### config.mk
export PLATFORM = sky130hd
export DESIGN_NAME = fetch_stage
export DESIGN_NICKNAME = d
export VERILOG_FILES = /design/src/rtl/fetch_stage.sv
export SDC_FILE = /design/constraint.sdc
export NUM_CORES = 1
export LEC_CHECK = 0
export ABC_CLOCK_PERIOD_IN_PS = 6800
export BUFFER_PORTS_ARGS = -buffer_cell sky130_fd_sc_hd__buf_4
export CELL_PAD_IN_SITES_DETAIL_PLACEMENT = 1
export CELL_PAD_IN_SITES_GLOBAL_PLACEMENT = 2
export CORE_UTILIZATION = 25
export CTS_BUF_LIST = sky130_fd_sc_hd__clkbuf_8
export DETAILED_ROUTE_END_ITERATION = 8
export HOLD_SLACK_MARGIN = 0.1
export PLACE_DENSITY_LB_ADDON = 0.1
export SLEW_MARGIN = 20
export SYNTH_ARGS = -nofsm -noshare
export SYNTH_HDL_FRONTEND = slang
export SYNTH_SLANG_ARGS = --single-unit
### constraint.sdc
create_clock -name clk -period 6.8 [get_ports clk]
set_input_delay 0.68 -clock clk [delete_from_list [all_inputs] [get_ports clk]]
set_output_delay 0.68 -clock clk [all_outputs]
set_load 0.02 [all_outputs]
### src/rtl/fetch_stage.sv
// fetch_stage: instruction-fetch stage of the five-stage MIPS pipeline.
// Holds PCF and selects the next PC from exception entry, stall, eret return
// and the decode-stage redirect. Drives the F/D register with instruction,
// PC+4, fetch exception code (AdEL) and the delay-slot flag.
// Optional feature: define FETCH_RANGE_CHK_EN to also flag fetches outside
// the 0x0000_3000..0x0000_6FFC instruction window as AdEL.
module fetch_stage #(
   parameter logic [31:0] RESET_PC  = 32'h0000_3000,
   parameter logic [31:0] EXC_ENTRY = 32'h0000_4180
) (
   input  logic        clk,
   input  logic        reset,
   input  logic        stallF,
   input  logic [1:0]  PCSrcD,
   input  logic [31:0] ext_immD,
   input  logic [31:0] ext_indexD,
   input  logic [31:0] GPR_rsD,
   input  logic        jumpD,
   input  logic        eretD,
   input  logic [31:0] EPC,
   input  logic        exc_req,
   input  logic [31:0] imem_rdata,
   output logic [31:0] imem_addr,
   output logic [31:0] InstrD,
   output logic [31:0] PC_4D,
   output logic [4:0]  ExcCodeD,
   output logic        if_bdD
);

   localparam logic [4:0] EXC_NONE = 5'd0;
   localparam logic [4:0] EXC_ADEL = 5'd4;

   // Fetch address error: misaligned PC, plus out-of-window PC when enabled.
   function automatic logic fetch_adel(input logic [31:0] pc);
      logic bad;
      bad = (pc[1:0] != 2'b00);
`ifdef FETCH_RANGE_CHK_EN
      if ((pc < 32'h0000_3000) || (pc > 32'h0000_6FFC)) begin
         bad = 1'b1;
      end else begin
         bad = bad;
      end
`endif
      return bad;
   endfunction

   logic [31:0] pcf_q, pcf_d;
   logic [31:0] instr_q, instr_d;
   logic [31:0] pc4_q, pc4_d;
   logic [4:0]  exc_q, exc_d;
   logic        bd_q, bd_d;

   logic [31:0] pc_4f_s;
   logic [31:0] branch_tgt_s;
   logic [31:0] redirect_s;
   logic        adel_s;

   // Next PC and F/D contents, priority: exception, stall, eret, normal fetch.
   always_comb begin
      pc_4f_s      = pcf_q + 32'd4;
      branch_tgt_s = pc4_q + {ext_immD[29:0], 2'b00};
      adel_s       = fetch_adel(pcf_q);

      case (PCSrcD)
         2'b00:   redirect_s = pc_4f_s;
         2'b01:   redirect_s = branch_tgt_s;
         2'b10:   redirect_s = ext_indexD;
         2'b11:   redirect_s = GPR_rsD;
         default: redirect_s = pc_4f_s;
      endcase

      pcf_d   = pcf_q;
      instr_d = instr_q;
      pc4_d   = pc4_q;
      exc_d   = exc_q;
      bd_d    = bd_q;

      if (exc_req) begin
         // Exception beats stall and eret; the fetched instruction is discarded.
         pcf_d   = EXC_ENTRY;
         instr_d = 32'h0000_0000;
         pc4_d   = 32'h0000_0000;
         exc_d   = EXC_NONE;
         bd_d    = 1'b0;
      end else if (stallF) begin
         // Hold everything; decode keeps re-presenting any pending redirect.
         pcf_d   = pcf_q;
      end else if (eretD) begin
         // eret has no delay slot, so the instruction behind it is squashed.
         pcf_d   = EPC;
         instr_d = 32'h0000_0000;
         pc4_d   = 32'h0000_0000;
         exc_d   = EXC_NONE;
         bd_d    = 1'b0;
      end else begin
         pcf_d   = redirect_s;
         instr_d = adel_s ? 32'h0000_0000 : imem_rdata;
         pc4_d   = pc_4f_s;
         exc_d   = adel_s ? EXC_ADEL : EXC_NONE;
         bd_d    = jumpD;
      end
   end

   // PC and F/D pipeline register with asynchronous active-low reset.
   always_ff @(posedge clk or negedge reset) begin
      if (!reset) begin
         pcf_q   <= RESET_PC;
         instr_q <= 32'h0000_0000;
         pc4_q   <= 32'h0000_0000;
         exc_q   <= EXC_NONE;
         bd_q    <= 1'b0;
      end else begin
         pcf_q   <= pcf_d;
         instr_q <= instr_d;
         pc4_q   <= pc4_d;
         exc_q   <= exc_d;
         bd_q    <= bd_d;
      end
   end

   assign imem_addr = pcf_q;
   assign InstrD    = instr_q;
   assign PC_4D     = pc4_q;
   assign ExcCodeD  = exc_q;
   assign if_bdD    = bd_q;

endmodule

# --- Word level (Yosys, flattened, before mapping) ---
# Cells that the tools add are included.
totals:
  ff_bits: 102
  elab_cells: 31
op_classes:
  n_addsub: 2
  eq_ne: 4
  mux: 18
  n_reduce_logical: 2
ops:
  columns: ["operator", "n"]
  rows:
  - ["32-bit 2-to-1 mux", 10]
  - ["32-bit one-hot mux with 4 select lines", 1]
  - ["32-bit by 3-bit adder with 32-bit output (second input constant)", 1]
  - ["32-bit adder", 1]
  - ["5-bit 2-to-1 mux", 2]
  - ["3-bit 2-to-1 mux", 2]
  - ["2-bit == test (second input constant)", 2]
  - ["1-bit 2-to-1 mux", 3]
  - ["2-bit by 1-bit == test with 1-bit output (second input constant)", 1]
  - ["2-bit zero test", 1]
  - ["2-bit by 1-bit != test with 1-bit output (second input constant)", 1]
  - ["2-bit nonzero test", 1]

# --- Depth between registers and ports, before layout ---
# Gate-level depths: netlist of the first run.
depth:
  depth_word: 5
  mapped_depth: 11
  ltp_nobuf: 11

# --- Worst setup path before layout of the first run ---
# No wires, ideal clock.
synth_path:
  kind: "input to register"
  start: "in ext_immD[0]"
  end: "reg pcf_q[28], in the netlist imem_addr[28]"
  setup_ps: 127
  t_arrival_ps: 2756
  path_slack_ps: 3917
  stages: 11
  path_buffers: 0
  path_cell_list: "ha_1 -> inv_1 -> fa_1 -> nor2b_1 -> o31ai_2 -> a211oi_2 -> o31ai_1 -> a211oi_1 -> a2111oi_4 -> xor2_1 -> o21ai_1"
synth_between:
  elab_chain_len: 5
synth_lines:
  columns: ["item", "line_no", "source"]
  rows:
  - ["start, declared", "15", "input logic [31:0] ext_immD,"]
  - ["32-bit adder", "61", "branch_tgt_s = pc4_q + {ext_immD[29:0], 2'b00};"]
  - ["32-bit one-hot mux with 4 select lines", "64", "case (PCSrcD)"]
  - ["32-bit 2-to-1 mux", "88", "end else if (eretD) begin"]
  - ["32-bit 2-to-1 mux", "85", "end else if (stallF) begin"]
  - ["32-bit 2-to-1 mux", "78", "if (exc_req) begin"]
  - ["end signal, assigned", "113", "pcf_q <= pcf_d;"]
  - ["end, declared", "47", "logic [31:0] pcf_q, pcf_d;"]
# No other way between the ends. The select of a mux whose other input is x is not followed.
# A chain may end at the register's enable or synchronous reset.

# --- Final worst setup path of the first run ---
layout_path:
  start: "reg pc4_q[2], in the netlist PC_4D[2]"
  end: "reg pcf_q[28], in the netlist imem_addr[28]"
layout_between:
  elab_chain_len: 5
layout_lines:
  columns: ["item", "line_no", "source"]
  rows:
  - ["start, declared", "49", "logic [31:0] pc4_q, pc4_d;"]
  - ["start signal, assigned", "115", "pc4_q <= pc4_d;"]
  - ["32-bit adder", "61", null]
  - ["32-bit one-hot mux with 4 select lines", "64", null]
  - ["32-bit 2-to-1 mux", "88", null]
  - ["32-bit 2-to-1 mux", "85", null]
  - ["32-bit 2-to-1 mux", "78", null]
# No other way between the ends. The select of a mux whose other input is x is not followed.

==> reports/summary.txt, run 1 <==
POWER AND IR DROP
---------------------------------------------------------------------------------
Net switching share of the total power                                      0.362
Leakage                                                                   4.49 nW
Power Dens Cells                                                       158 nW/µm²
Fraction of power consumed by sequential logic                              0.441
Power share of the clock group                                              0.283
Share of power burned in combinational logic                                0.276
Total Power Consumption                                                   1.47 mW
Largest vdd supply drop                                                 0.0859 mV
Switching power of the nets                                                532 µW
Design internal power                                                      939 µW

STA
---------------------------------------------------------------------------------
Final setup violating endpoints                                                 0
Highest clock frequency the design can meet                             0.298 GHz
Worst setup skew after layout                                           0.0223 ns
Rel. slew slack                                                             0.374
Transition time at the pin with the least slew margin                    0.939 ns
Count of final max-slew check failures                                          0
Setup repair after global routing missed its margin                         false
Fraction of the cycle the final worst path needs                            0.493
Hold Violations, Final                                                          0
Total negative setup slack                                                   0 ns
Minimum clock period after layout                                         3.35 ns

CTS
---------------------------------------------------------------------------------
Hold buffers post-CTS                                                           0
Number of buffers created by CTS                                                9
Clk sink count                                                                 98
Htree depth                                                                     3
Root cell of the clock tree                                          sky130_fd_sc_hd__clkbuf_8
Maximum buffer depth of the clock tree                                          2
Post-CTS sizing                                                                 0
Clock transition at path regs                                             0.14 ns
Clock insertion delay at the later pin of the skew report                 0.41 ns
Clock tree from TritonCTS                                                     yes
# Post-CTS Setup Buffers                                                        0

CRITICAL PATH
---------------------------------------------------------------------------------
Critical Path Max Stage Delay                                             0.72 ns
Number of gates on the worst path with buffers counted                         11
Nature of the critical path startpoint                                  flip-flop
Critical Path, Cell by Cell                                          ha_1 > inv_1 > fa_1 > nor2b_1 > o31ai_2 > a211oi_2 > o31ai_1 > a211oi_1 > a2111oi_4 > xor2_1 > o21ai_1
Critical Path Slowest Stage Cell                                     sky130_fd_sc_hd__o31ai_1
Depth of the most critical reg-to-reg path                                     11
Kind of end point of the critical path                                  flip-flop
Crit-path max FO                                                                6
Required time at the endpoint of the critical path                        7.08 ns
Worst path bufs/invs                                                            1
Critical setup path kind                                             flip-flop to flip-flop
CP top delay family                                                  compound AO/OA/AOI/OAI gates
Arrival time at the worst endpoint                                        3.64 ns

FLOORPLANNING
---------------------------------------------------------------------------------
Area of the core                                                        26900 µm²
Chip height                                                                167 µm
Number of primary I/O pins                                                    270
FP Rows                                                                        60
Floorplan die area                                                      28000 µm²
Die Span X                                                                 167 µm
Initial core utilization                                                    0.254

YOSYS
---------------------------------------------------------------------------------
Adder-cell share of the synthesized area                                   0.0652
Number of enable flip-flop cells after synthesis                                0
Share of flip-flops with an asynchronous set or reset                        1.00
Number of flip-flops and latches in the synthesized netlist                    98
Number of library cell types mapped by synthesis                               64
Simple-Gate Fraction of Synth Area                                          0.148
Synthesized instance count                                                    764
Part of the Yosys area used for sequential elements                         0.359
Share of the synthesized netlist area taken by xor and xnor gates          0.0577
Synth top area cells                                                 sky130_fd_sc_hd__dfrtp_1 (35%), sky130_fd_sc_hd__ha_1 (6.2%), sky130_fd_sc_hd__a221o_1 (6.2%)
Yosys warns                                                                     0
Share of the synthesized area in the top cell type                          0.352
Avg Inst Size Synth                                                      8.94 µm²
Multiplexer area fraction after synthesis                                 0.00146
Compound-cell area share of the yosys netlist                               0.318
Main combinational cell family by area after synthesis               compound AO/OA/AOI/OAI gates
Most used flip-flop cell after synthesis                             sky130_fd_sc_hd__dfrtp_1
Post-Syn Area                                                            6830 µm²
Library cell occupying the most area in the post-synthesis netlist   sky130_fd_sc_hd__dfrtp_1

GRT
---------------------------------------------------------------------------------
Tot GR Track Use                                                            0.216
Pin count of the biggest net entering global routing                           60
First-pass GRT wire length                                               46100 µm
Gr ovfl total                                                                   0
Number of global-route vias before repair                                    7541
Number of antenna violations at the first check in global routing               0

FINISH
---------------------------------------------------------------------------------
Proportion of layout cells with a drive suffix above 1                      0.307
Area grow syn2layout                                                        36.2%
Most common library cell in the layout ignoring fill and taps        sky130_fd_sc_hd__buf_4
FF/Latch Area                                                            2450 µm²
Multi-input gate area                                                    4060 µm²
Nets@finish                                                                  1200
Post-route cell area                                                     9310 µm²
Antenna diode count                                                             0
Commonest cells after routing, fill and taps aside                   sky130_fd_sc_hd__buf_4 (271), sky130_fd_sc_hd__dfrtp_1 (96), sky130_fd_sc_hd__nand2_1 (82)
Count of fill cells added during filler insertion                            3173
Post-layout utilization of the core                                         0.346

DRT
---------------------------------------------------------------------------------
Via count of the routed design                                               6999
Via count normalized by instance count                                       5.21
Count of unresolved DRC violations after routing                                0
Total Routed Length                                                      30200 µm
1st-iter DRT viols                                                            433
Residual antenna-violating net count after detailed routing                     0
Final routed wire length divided by cell count                            22.5 µm
Total iterations of the first detailed-routing run                              5

STATUS
---------------------------------------------------------------------------------
Status                                                               finished, final reports clean

PLACEMENT
---------------------------------------------------------------------------------
Total cell area at the placement stage                                   9100 µm²
HPWL after detailed placement                                            22100 µm
Quantity of I/O buffers inserted on ports                                     263
Placer congestion estimate                                                  0.790

FLOW RUN
---------------------------------------------------------------------------------
Total of max-cap violations                                                     0

WORST HOLD PATH
---------------------------------------------------------------------------------
Tightest Hold Check Type                                             primary input to asynchronous set/reset pin

-- synth_stat cells (5+ instances only) --
cell / number
sky130_fd_sc_hd__inv_1: 34
sky130_fd_sc_hd__a21oi_1: 43
sky130_fd_sc_hd__nand2b_1: 7
sky130_fd_sc_hd__nand3_1: 18
sky130_fd_sc_hd__nor2_1: 30
sky130_fd_sc_hd__nand4_1: 8
sky130_fd_sc_hd__a221oi_1: 18
sky130_fd_sc_hd__nor2b_1: 12
sky130_fd_sc_hd__o21bai_1: 9
sky130_fd_sc_hd__ha_1: 34
sky130_fd_sc_hd__xnor2_1: 23
sky130_fd_sc_hd__clkbuf_1: 41
sky130_fd_sc_hd__a211oi_1: 6
sky130_fd_sc_hd__nand2_1: 82
sky130_fd_sc_hd__buf_1: 5
sky130_fd_sc_hd__and3_1: 6
sky130_fd_sc_hd__or3_1: 9
sky130_fd_sc_hd__dfrtp_1: 96
sky130_fd_sc_hd__a221o_1: 42
sky130_fd_sc_hd__buf_4: 5
sky130_fd_sc_hd__xor2_1: 22
sky130_fd_sc_hd__a22oi_1: 7
sky130_fd_sc_hd__a21o_1: 19
sky130_fd_sc_hd__o21ai_0: 65
sky130_fd_sc_hd__nor3_1: 8
sky130_fd_sc_hd__a22o_1: 39
sky130_fd_sc_hd__a31oi_1: 9
sky130_fd_sc_hd__o211ai_1: 8
-- worst paths after layout --
check	slack, ns	start	end
worst min register to register	0.52	ExcCodeD[2]	ExcCodeD[2]
worst min-delay path	0.31	reset	PC_4D[24]
worst max register to register	3.45	PC_4D[2]	imem_addr[28]
worst max-delay path	3.45	PC_4D[2]	imem_addr[28]
min in group clk	0.48	imem_rdata[10]	InstrD[10]
max in group asynchronous	5.29	reset	imem_addr[1]
-- flip-flops by register name, summed over array words and instances, names as in the netlist --
| signal | cells |
|---|---|
| ExcCodeD | 1 |
| InstrD | 32 |
| if_bdD | 1 |
| imem_addr | 32 |
| PC_4D | 32 |
-- cell families after synthesis --
logic type | count (synthesis)
xor+xnor | 45
mux | 1
simple gates | 202
compound gates | 296
flops | 98
buf+inv | 86
other cells | 1
fa+ha+maj | 35
-- power groups by stage --
stage | sequential, mW | combinational [mW] | clock [mW]
CTS | 0.650 | 0.413 | 0.438
global placement | 0.660 | 0.409 | 0
finish | 0.649 | 0.407 | 0.416
floorplan | 0.683 | 0.174 | 0
global route | 0.654 | 0.443 | 0.460
detailed placement | 0.660 | 0.411 | 0
-- cell type report --
cell class | instances | area share
Sequential cell | 98 | 0.264
Tap cell | 341 | 0.0458
Clock inverter | 7 | 0.00847
Inverter | 34 | 0.0137
Clock buffer | 9 | 0.0133
Multi-Input combinational cell | 583 | 0.436
Timing Repair Buffer | 271 | 0.219
-- metrics by stage --
step	std cells	worst slack, ns	hold slack [ns]
after global placement	1327	3.00	0.474
after detailed placement	1327	3.02	0.491
final	1343	3.45	0.307
after CTS	1343	3.38	0.317
after floorplan	767	3.92	0.384
after global routing	1343	3.13	0.336
-- metal layers --
layer | track usage | vias to the layer above | share of wire
li1 | - | 3327 | -
met1 | 0.296 | 3454 | 0.47
met2 | 0.347 | 198 | 0.46
met3 | 0.0499 | 20 | 0.057
met4 | 0.0407 | 0 | 0.0097
met5 | 0 | - | 0
Power figures use the tool's default switching activity.
==> run 2: changes to the inputs <==
--- a/config.mk
+++ b/config.mk
@@ -5,7 +5,7 @@
 export SDC_FILE = /design/constraint.sdc
 export NUM_CORES = 1
 export LEC_CHECK = 0
-export ABC_CLOCK_PERIOD_IN_PS = 6800
+export ABC_CLOCK_PERIOD_IN_PS = 3390
 export BUFFER_PORTS_ARGS = -buffer_cell sky130_fd_sc_hd__buf_4
 export CELL_PAD_IN_SITES_DETAIL_PLACEMENT = 1
 export CELL_PAD_IN_SITES_GLOBAL_PLACEMENT = 2
==> constraint.sdc (replaced) <==
create_clock -name clk -period 3.39 [get_ports clk]
set_input_delay 0.339 -clock clk [delete_from_list [all_inputs] [get_ports clk]]
set_output_delay 0.339 -clock clk [all_outputs]
set_load 0.02 [all_outputs]
==> run 2 against run 1 <==
Die area stayed put. Critical path depth is 1 higher. Clock-buffer cell count stayed put. Largest power group unchanged. Critical endpoint unchanged.
==> reports/summary.txt, run 2 (synthesized netlist as in run 1, its figures left out) <==
CRITICAL PATH
--------------------------------------------------------------------------------
Nature of the critical path startpoint                                 flip-flop   unchanged
Kind of end point of the critical path                                 flip-flop   unchanged
Required time at the endpoint of the critical path                       3.69 ns   was 7.08 ns
Critical Path, Cell by Cell                                         ha_1 > inv_1 > fa_1 > nor2b_1 > o31ai_2 > a211oi_4 > o31ai_1 > buf_4 > a211oi_1 > a2111oi_4 > xor2_1 > o21ai_1   was ha_1 > inv_1 > fa_1 > nor2b_1 > o31ai_2 > a211oi_2 > o31ai_1 > a211oi_1 > a2111oi_4 > xor2_1 > o21ai_1
Depth of the most critical reg-to-reg path                                    12   was 11
Crit-path max FO                                                               6   unchanged
Critical Path Slowest Stage Cell                                    sky130_fd_sc_hd__fa_1   was sky130_fd_sc_hd__o31ai_1
Arrival time at the worst endpoint                                       3.27 ns   was 3.64 ns
Critical setup path kind                                            flip-flop to flip-flop   unchanged
Critical Path Max Stage Delay                                            0.41 ns   was 0.72 ns

DRT
--------------------------------------------------------------------------------
1st-iter DRT viols                                                           361   was 433
Via count of the routed design                                              7087   was 6999
Total iterations of the first detailed-routing run                             5   unchanged
Residual antenna-violating net count after detailed routing                    0   unchanged
Final routed wire length divided by cell count                           22.5 µm   about the same
Via count normalized by instance count                                      5.20   was 5.21
Count of unresolved DRC violations after routing                               0   unchanged
Total Routed Length                                                     30700 µm   was 30200 µm

STA
--------------------------------------------------------------------------------
Count of final max-slew check failures                                         0   unchanged
Worst setup skew after layout                                          0.0183 ns   was 0.0223 ns
Min Hold Slack                                                         0.0654 ns   was 0.307 ns
Final setup violating endpoints                                                0   unchanged
Transition time at the pin with the least slew margin                   0.952 ns   was 0.939 ns
Rel. slew slack                                                            0.366   was 0.374
Fraction of the cycle the final worst path needs                           0.876   was 0.493
Highest clock frequency the design can meet                            0.337 GHz   was 0.298 GHz
Minimum clock period after layout                                        2.97 ns   was 3.35 ns
Total negative setup slack                                                  0 ns   unchanged
Setup repair after global routing missed its margin                        false   unchanged
Hold Violations, Final                                                         0   unchanged

POWER AND IR DROP
--------------------------------------------------------------------------------
Leakage                                                                  4.59 nW   was 4.49 nW
Total Power Consumption                                                  2.99 mW   was 1.47 mW
Power Dens Cells                                                      315 nW/µm²   was 158 nW/µm²
Largest vdd supply drop                                                 0.155 mV   was 0.0859 mV

GRT
--------------------------------------------------------------------------------
First-pass GRT wire length                                              46900 µm   was 46100 µm
Gr ovfl total                                                                  0   unchanged
Tot GR Track Use                                                           0.222   was 0.216
Number of global-route vias before repair                                   7555   was 7541
Pin count of the biggest net entering global routing                          64   was 60
Number of antenna violations at the first check in global routing              2   was 0

CTS
--------------------------------------------------------------------------------
Clock tree from TritonCTS                                                    yes   unchanged
Maximum buffer depth of the clock tree                                         2   unchanged
Number of buffers created by CTS                                               9   unchanged
Clk sink count                                                                98   unchanged
Clock insertion delay at the later pin of the skew report                0.41 ns   about the same
Clock transition at path regs                                            0.12 ns   was 0.14 ns
Root cell of the clock tree                                         sky130_fd_sc_hd__clkbuf_8   unchanged
Htree depth                                                                    3   unchanged
Hold buffers post-CTS                                                          0   unchanged
# Post-CTS Setup Buffers                                                       0   unchanged

FLOORPLANNING
--------------------------------------------------------------------------------
FP Rows                                                                       60   unchanged
Number of primary I/O pins                                                   270   unchanged
Chip height                                                               167 µm   unchanged
Floorplan die area                                                     28000 µm²   unchanged
Die Span X                                                                167 µm   unchanged
Initial core utilization                                                   0.254   unchanged
Area of the core                                                       26900 µm²   unchanged

FINISH
--------------------------------------------------------------------------------
Most common library cell in the layout ignoring fill and taps       sky130_fd_sc_hd__buf_4   unchanged
Area grow syn2layout                                                       38.6%   was 36.2%
Count of fill cells added during filler insertion                           3172   was 3173
Nets@finish                                                                 1220   was 1200
Proportion of layout cells with a drive suffix above 1                     0.321   was 0.307
Commonest cells after routing, fill and taps aside                  sky130_fd_sc_hd__buf_4 (291), sky130_fd_sc_hd__dfrtp_1 (96), sky130_fd_sc_hd__nand2_1 (82)   was sky130_fd_sc_hd__buf_4 (271), sky130_fd_sc_hd__dfrtp_1 (96), sky130_fd_sc_hd__nand2_1 (82)

FLOW RUN
--------------------------------------------------------------------------------
Total of max-cap violations                                                    0   unchanged

STATUS
--------------------------------------------------------------------------------
Status                                                              finished, final reports clean   unchanged

PLACEMENT
--------------------------------------------------------------------------------
Placer congestion estimate                                                 0.797   was 0.790
HPWL after detailed placement                                           23200 µm   was 22100 µm
Quantity of I/O buffers inserted on ports                                    263   unchanged

WORST HOLD PATH
--------------------------------------------------------------------------------
Tightest Hold Check Type                                            primary input to asynchronous set/reset pin   unchanged

## run 2: changes by cell type in the layout (fill, tap and decap cells not counted), sizes merged
cell,previous run,this run
buf,271,291
clkinv,3,4
diode,0,1
inv,38,37
## run 2: area by class of cell
| class | count | area (µm²) | area share |
|---|---|---|---|
| Timing Repair Buffer | 291 | 2180 | 0.231 |
| Antenna cell | 1 | 2.50 | 0.000264 |
| Clock buffer | 9 | 124 | 0.0131 |
| Tap cell | 341 | 427 | 0.0451 |
| Multi-Input combinational cell | 583 | 4070 | 0.430 |
| Clock inverter | 7 | 81.3 | 0.00859 |
| Inverter | 34 | 128 | 0.0135 |
| Sequential cell | 98 | 2450 | 0.259 |
## run 2: critical path: cells and delay by family, from the launching register on
| kind | cells | cell delay [ns] |
|---|---|---|
| fa+ha+maj | 2 | 0.63 |
| flops | 1 | 0.39 |
| buf+inv | 2 | 0.25 |
| simple gates | 1 | 0.20 |
| xor+xnor | 1 | 0.18 |
| compound gates | 6 | 1.22 |
## run 2: timing repair
action / 4_1_cts / 5_1_grt
endpoints found under the hold margin: 0 / 0
endpoints found under the setup margin: 0 / 1
resized for setup: 0 / 1
## run 2: per-layer routing
layer  up-vias  track usage  share of wire
met5         -            0        0.00055
met4         2       0.0606          0.018
met3        29       0.0423          0.058
met2       211        0.352           0.46
met1      3478        0.306           0.47
li1       3367            -              -
## run 2: metrics by stage
stage / setup WS, ns / utilization / cell area [µm²] / cells
2_1_floorplan: 0.709 / - / 6840 / 767
3_3_place_gp: 0.276 / 0.344 / 9260 / 1347
3_5_place_dp: 0.268 / 0.344 / 9260 / 1347
4_1_cts: 0.277 / 0.352 / 9460 / 1363
5_1_grt: 0.101 / 0.352 / 9470 / 1363
6_report: 0.419 / 0.352 / 9470 / 1364
## run 2: final timing paths
kind / endpoint / from / slack, ns
min in group clk: InstrD[26] / imem_rdata[26] / 0.14
max in group asynchronous: PC_4D[1] / reset / 2.50
setup / recovery: imem_addr[28] / PC_4D[2] / 0.42
hold / removal: imem_addr[17] / reset / 0.07
hold reg to reg: ExcCodeD[2] / ExcCodeD[2] / 0.49
setup reg to reg: imem_addr[28] / PC_4D[2] / 0.42
## run 2: power breakdown
group / internal, mW / switching [mW]
clock: 0.296 / 0.551
combinational: 0.374 / 0.465
sequential: 1.23 / 0.0749
==> run 3: changes to the inputs <==
--- a/config.mk
+++ b/config.mk
@@ -5,13 +5,14 @@
 export SDC_FILE = /design/constraint.sdc
 export NUM_CORES = 1
 export LEC_CHECK = 0
-export ABC_CLOCK_PERIOD_IN_PS = 3390
+export ABC_CLOCK_PERIOD_IN_PS = 2900
 export BUFFER_PORTS_ARGS = -buffer_cell sky130_fd_sc_hd__buf_4
 export CELL_PAD_IN_SITES_DETAIL_PLACEMENT = 1
 export CELL_PAD_IN_SITES_GLOBAL_PLACEMENT = 2
 export CORE_UTILIZATION = 25
 export CTS_BUF_LIST = sky130_fd_sc_hd__clkbuf_8
 export DETAILED_ROUTE_END_ITERATION = 8
+export GPL_ROUTABILITY_DRIVEN = 0
 export HOLD_SLACK_MARGIN = 0.1
 export PLACE_DENSITY_LB_ADDON = 0.1
 export SLEW_MARGIN = 20
==> constraint.sdc (replaced) <==
create_clock -name clk -period 2.9 [get_ports clk]
set_input_delay 0.29 -clock clk [delete_from_list [all_inputs] [get_ports clk]]
set_output_delay 0.29 -clock clk [all_outputs]
set_load 0.02 [all_outputs]
==> run 3 against run 2 <==
Fmax rose by 6.4%. Global-route usage grew 0.35 points. Critical path depth is 3 lower. Non-clock buffer count rose by 71. Design area up 8.1%. Flip-flop and latch count unchanged. Clock skew about the same. Largest power group unchanged.
==> reports/summary.txt, run 3 (synthesized netlist as in run 1, its figures left out) <==
STATUS
--------------------------------------------------------------------------------
Status                                                              finished, final reports clean   unchanged

STA
--------------------------------------------------------------------------------
Highest clock frequency the design can meet                            0.358 GHz   was 0.337 GHz
Transition time at the pin with the least slew margin                   0.932 ns   was 0.952 ns
Final setup violating endpoints                                                0   unchanged
Total negative setup slack                                                  0 ns   unchanged
Final critical-path setup slack                                         0.107 ns   was 0.419 ns
Minimum clock period after layout                                        2.79 ns   was 2.97 ns
Count of final max-slew check failures                                         0   unchanged
Worst setup skew after layout                                          0.0180 ns   was 0.0183 ns
Hold Violations, Final                                                         0   unchanged
Fraction of the cycle the final worst path needs                           0.963   was 0.876
Rel. slew slack                                                            0.378   was 0.366

CTS
--------------------------------------------------------------------------------
Clock tree from TritonCTS                                                    yes   unchanged
Htree depth                                                                    3   unchanged
Root cell of the clock tree                                         sky130_fd_sc_hd__clkbuf_8   unchanged
Clock transition at path regs                                            0.12 ns   about the same
Maximum buffer depth of the clock tree                                         2   unchanged
Clock insertion delay at the later pin of the skew report                0.40 ns   was 0.41 ns
Number of buffers created by CTS                                               9   unchanged
Clk sink count                                                                98   unchanged

GRT
--------------------------------------------------------------------------------
Busiest layer in global routing                                             met2   unchanged
Number of global-route vias before repair                                   7867   was 7555
Met3 Track Usage GR                                                       0.0421   was 0.0423
Met2 Usage GRT                                                             0.372   was 0.352
Pin count of the biggest net entering global routing                          58   was 64
Met1 track utilization from global routing                                 0.299   was 0.306
Gr ovfl total                                                                  0   unchanged
First-pass GRT wire length                                              47800 µm   was 46900 µm
Number of antenna violations at the first check in global routing              0   was 2
Tot GR Track Use                                                           0.225   was 0.222

FLOORPLANNING
--------------------------------------------------------------------------------
Number of primary I/O pins                                                   270   unchanged
Die Span X                                                                167 µm   unchanged
Chip height                                                               167 µm   unchanged
FP Rows                                                                       60   unchanged
Area of the core                                                       26900 µm²   unchanged
Initial core utilization                                                   0.254   unchanged
Floorplan die area                                                     28000 µm²   unchanged

CRITICAL PATH
--------------------------------------------------------------------------------
Critical setup path kind                                            flip-flop to flip-flop   unchanged
Critical Path, Cell by Cell                                         ha_4 > o21ai_1 > o21a_1 > nor3_4 > o221ai_2 > o31a_1 > or4b_1 > a31oi_1 > o21ai_1   was ha_1 > inv_1 > fa_1 > nor2b_1 > o31ai_2 > a211oi_4 > o31ai_1 > buf_4 > a211oi_1 > a2111oi_4 > xor2_1 > o21ai_1
Critical Path Max Stage Delay                                            0.53 ns   was 0.41 ns
Crit-path max FO                                                               4   was 6
Required time at the endpoint of the critical path                       3.19 ns   was 3.69 ns
Arrival time at the worst endpoint                                       3.08 ns   was 3.27 ns
Nature of the critical path startpoint                                 flip-flop   unchanged
Critical Path Slowest Stage Cell                                    sky130_fd_sc_hd__or4b_1   was sky130_fd_sc_hd__fa_1
Kind of end point of the critical path                                 flip-flop   unchanged
Library cell appearing most often on the critical path              sky130_fd_sc_hd__o21ai_1

DRT
--------------------------------------------------------------------------------
Via count of the routed design                                              7441   was 7087
Residual antenna-violating net count after detailed routing                    0   unchanged
1st-iter DRT viols                                                           377   was 361
Final routed wire length divided by cell count                           22.0 µm   was 22.5 µm
Via count normalized by instance count                                      5.19   was 5.20
Count of unresolved DRC violations after routing                               0   unchanged
Total iterations of the first detailed-routing run                             4   was 5
Total Routed Length                                                     31500 µm   was 30700 µm

WORST HOLD PATH
--------------------------------------------------------------------------------
Tightest Hold Check Type                                            primary input to flip-flop   was primary input to asynchronous set/reset pin

FINISH
--------------------------------------------------------------------------------
Nets@finish                                                                 1291   was 1220
FF/Latch Area                                                           2450 µm²   unchanged
Count of fill cells added during filler insertion                           3091   was 3172
Final cell count without fillers                                            1434   was 1364
Post-layout utilization of the core                                        0.381   was 0.352
Multi-input gate area                                                   4200 µm²   was 4070 µm²
Commonest cells after routing, fill and taps aside                  sky130_fd_sc_hd__buf_4 (324), sky130_fd_sc_hd__dfrtp_1 (96), sky130_fd_sc_hd__nand2_1 (82)   was sky130_fd_sc_hd__buf_4 (291), sky130_fd_sc_hd__dfrtp_1 (96), sky130_fd_sc_hd__nand2_1 (82)
Proportion of layout cells with a drive suffix above 1                     0.347   was 0.321
Antenna diode count                                                            0   was 1
Most common library cell in the layout ignoring fill and taps       sky130_fd_sc_hd__buf_4   unchanged
Area grow syn2layout                                                       49.8%   was 38.6%

PLACEMENT
--------------------------------------------------------------------------------
HPWL after detailed placement                                           23300 µm   was 23200 µm
Count of placed standard cells including taps                               1378   was 1347
Pre-CTS WS                                                            -0.0744 ns   was 0.268 ns
Quantity of I/O buffers inserted on ports                                    263   unchanged

POWER AND IR DROP
--------------------------------------------------------------------------------
Largest vdd supply drop                                                 0.205 mV   was 0.155 mV
Power Dens Cells                                                      350 nW/µm²   was 315 nW/µm²
Leakage                                                                  4.93 nW   was 4.59 nW
Total Power Consumption                                                  3.58 mW   was 2.99 mW

FLOW RUN
--------------------------------------------------------------------------------
Total of max-cap violations                                                    0   unchanged

==> run 3: changes by cell type in the layout (fill, tap and decap cells not counted), moves of 4 or more <==
cell                            change
sky130_fd_sc_hd__ha_1               -5
sky130_fd_sc_hd__ha_4               +4
sky130_fd_sc_hd__buf_4             +33
sky130_fd_sc_hd__dlygate4sd3_1     +34
==> run 3: cell type report <==
type / instances / area share
Timing Repair Buffer: 362 / 0.277
Clock buffer: 9 / 0.0121
Multi-Input combinational cell: 583 / 0.410
Sequential cell: 98 / 0.240
Clock inverter: 7 / 0.00709
Tap cell: 341 / 0.0417
Inverter: 34 / 0.0125
==> run 3: critical path, delay by kind of cell, from the launching register on <==
kind / cells / cell delay, ns
AND/OR/NAND/NOR: 2 / 0.84
flip-flops: 1 / 0.44
AO/OA/AOI/OAI: 6 / 1.10
adder cells (fa/ha/maj): 1 / 0.31
==> run 3: per-stage QoR <==
stage / cell area, µm² / hold WS (ns)
CTS: 10100 / 0.127
floorplan: 6840 / -0.00559
finish: 10200 / 0.142
detailed placement: 9510 / 0.375
global placement: 9510 / 0.393
global route: 10200 / 0.142
==> run 3: power by group <==
| part | leakage, nW | total [mW] | switching (mW) | internal, mW |
|---|---|---|---|---|
| combinational | 3.51 | 1.08 | 0.575 | 0.508 |
| sequential | 1.32 | 1.51 | 0.0764 | 1.43 |
| clock | 0.0966 | 0.990 | 0.650 | 0.339 |
==> run 3: final timing paths <==
kind	startpoint	endpoint	slack, ns	cells after the start
max reg2reg	PC_4D[5]	imem_addr[31]	0.11	9
max	PC_4D[5]	imem_addr[31]	0.11	9
min	exc_req	imem_addr[12]	0.14	2
min reg2reg	ExcCodeD[2]	ExcCodeD[2]	0.52	2
min in group asynchronous	reset	imem_addr[18]	0.44	2
max in group asynchronous	reset	imem_addr[12]	1.69	3
==> run 3: metal layers <==
layer,part of all wire,vias to the layer above
met3,0.064,26
met1,0.44,3660
met4,0.019,0
met5,0,-
li1,-,3512
met2,0.47,243
==> run 3: timing repair <==
| action | CTS | global route |
|---|---|---|
| gates cloned | 0 | 0 |
| buffers inserted | 2 | 5 |
| hold buffers | 34 | 0 |
| resized for setup | 2 | 23 |
| endpoints found under the hold margin | 78 | 0 |
| pin swaps | 2 | 10 |
| setup endpoints to repair | 1 | 7 |
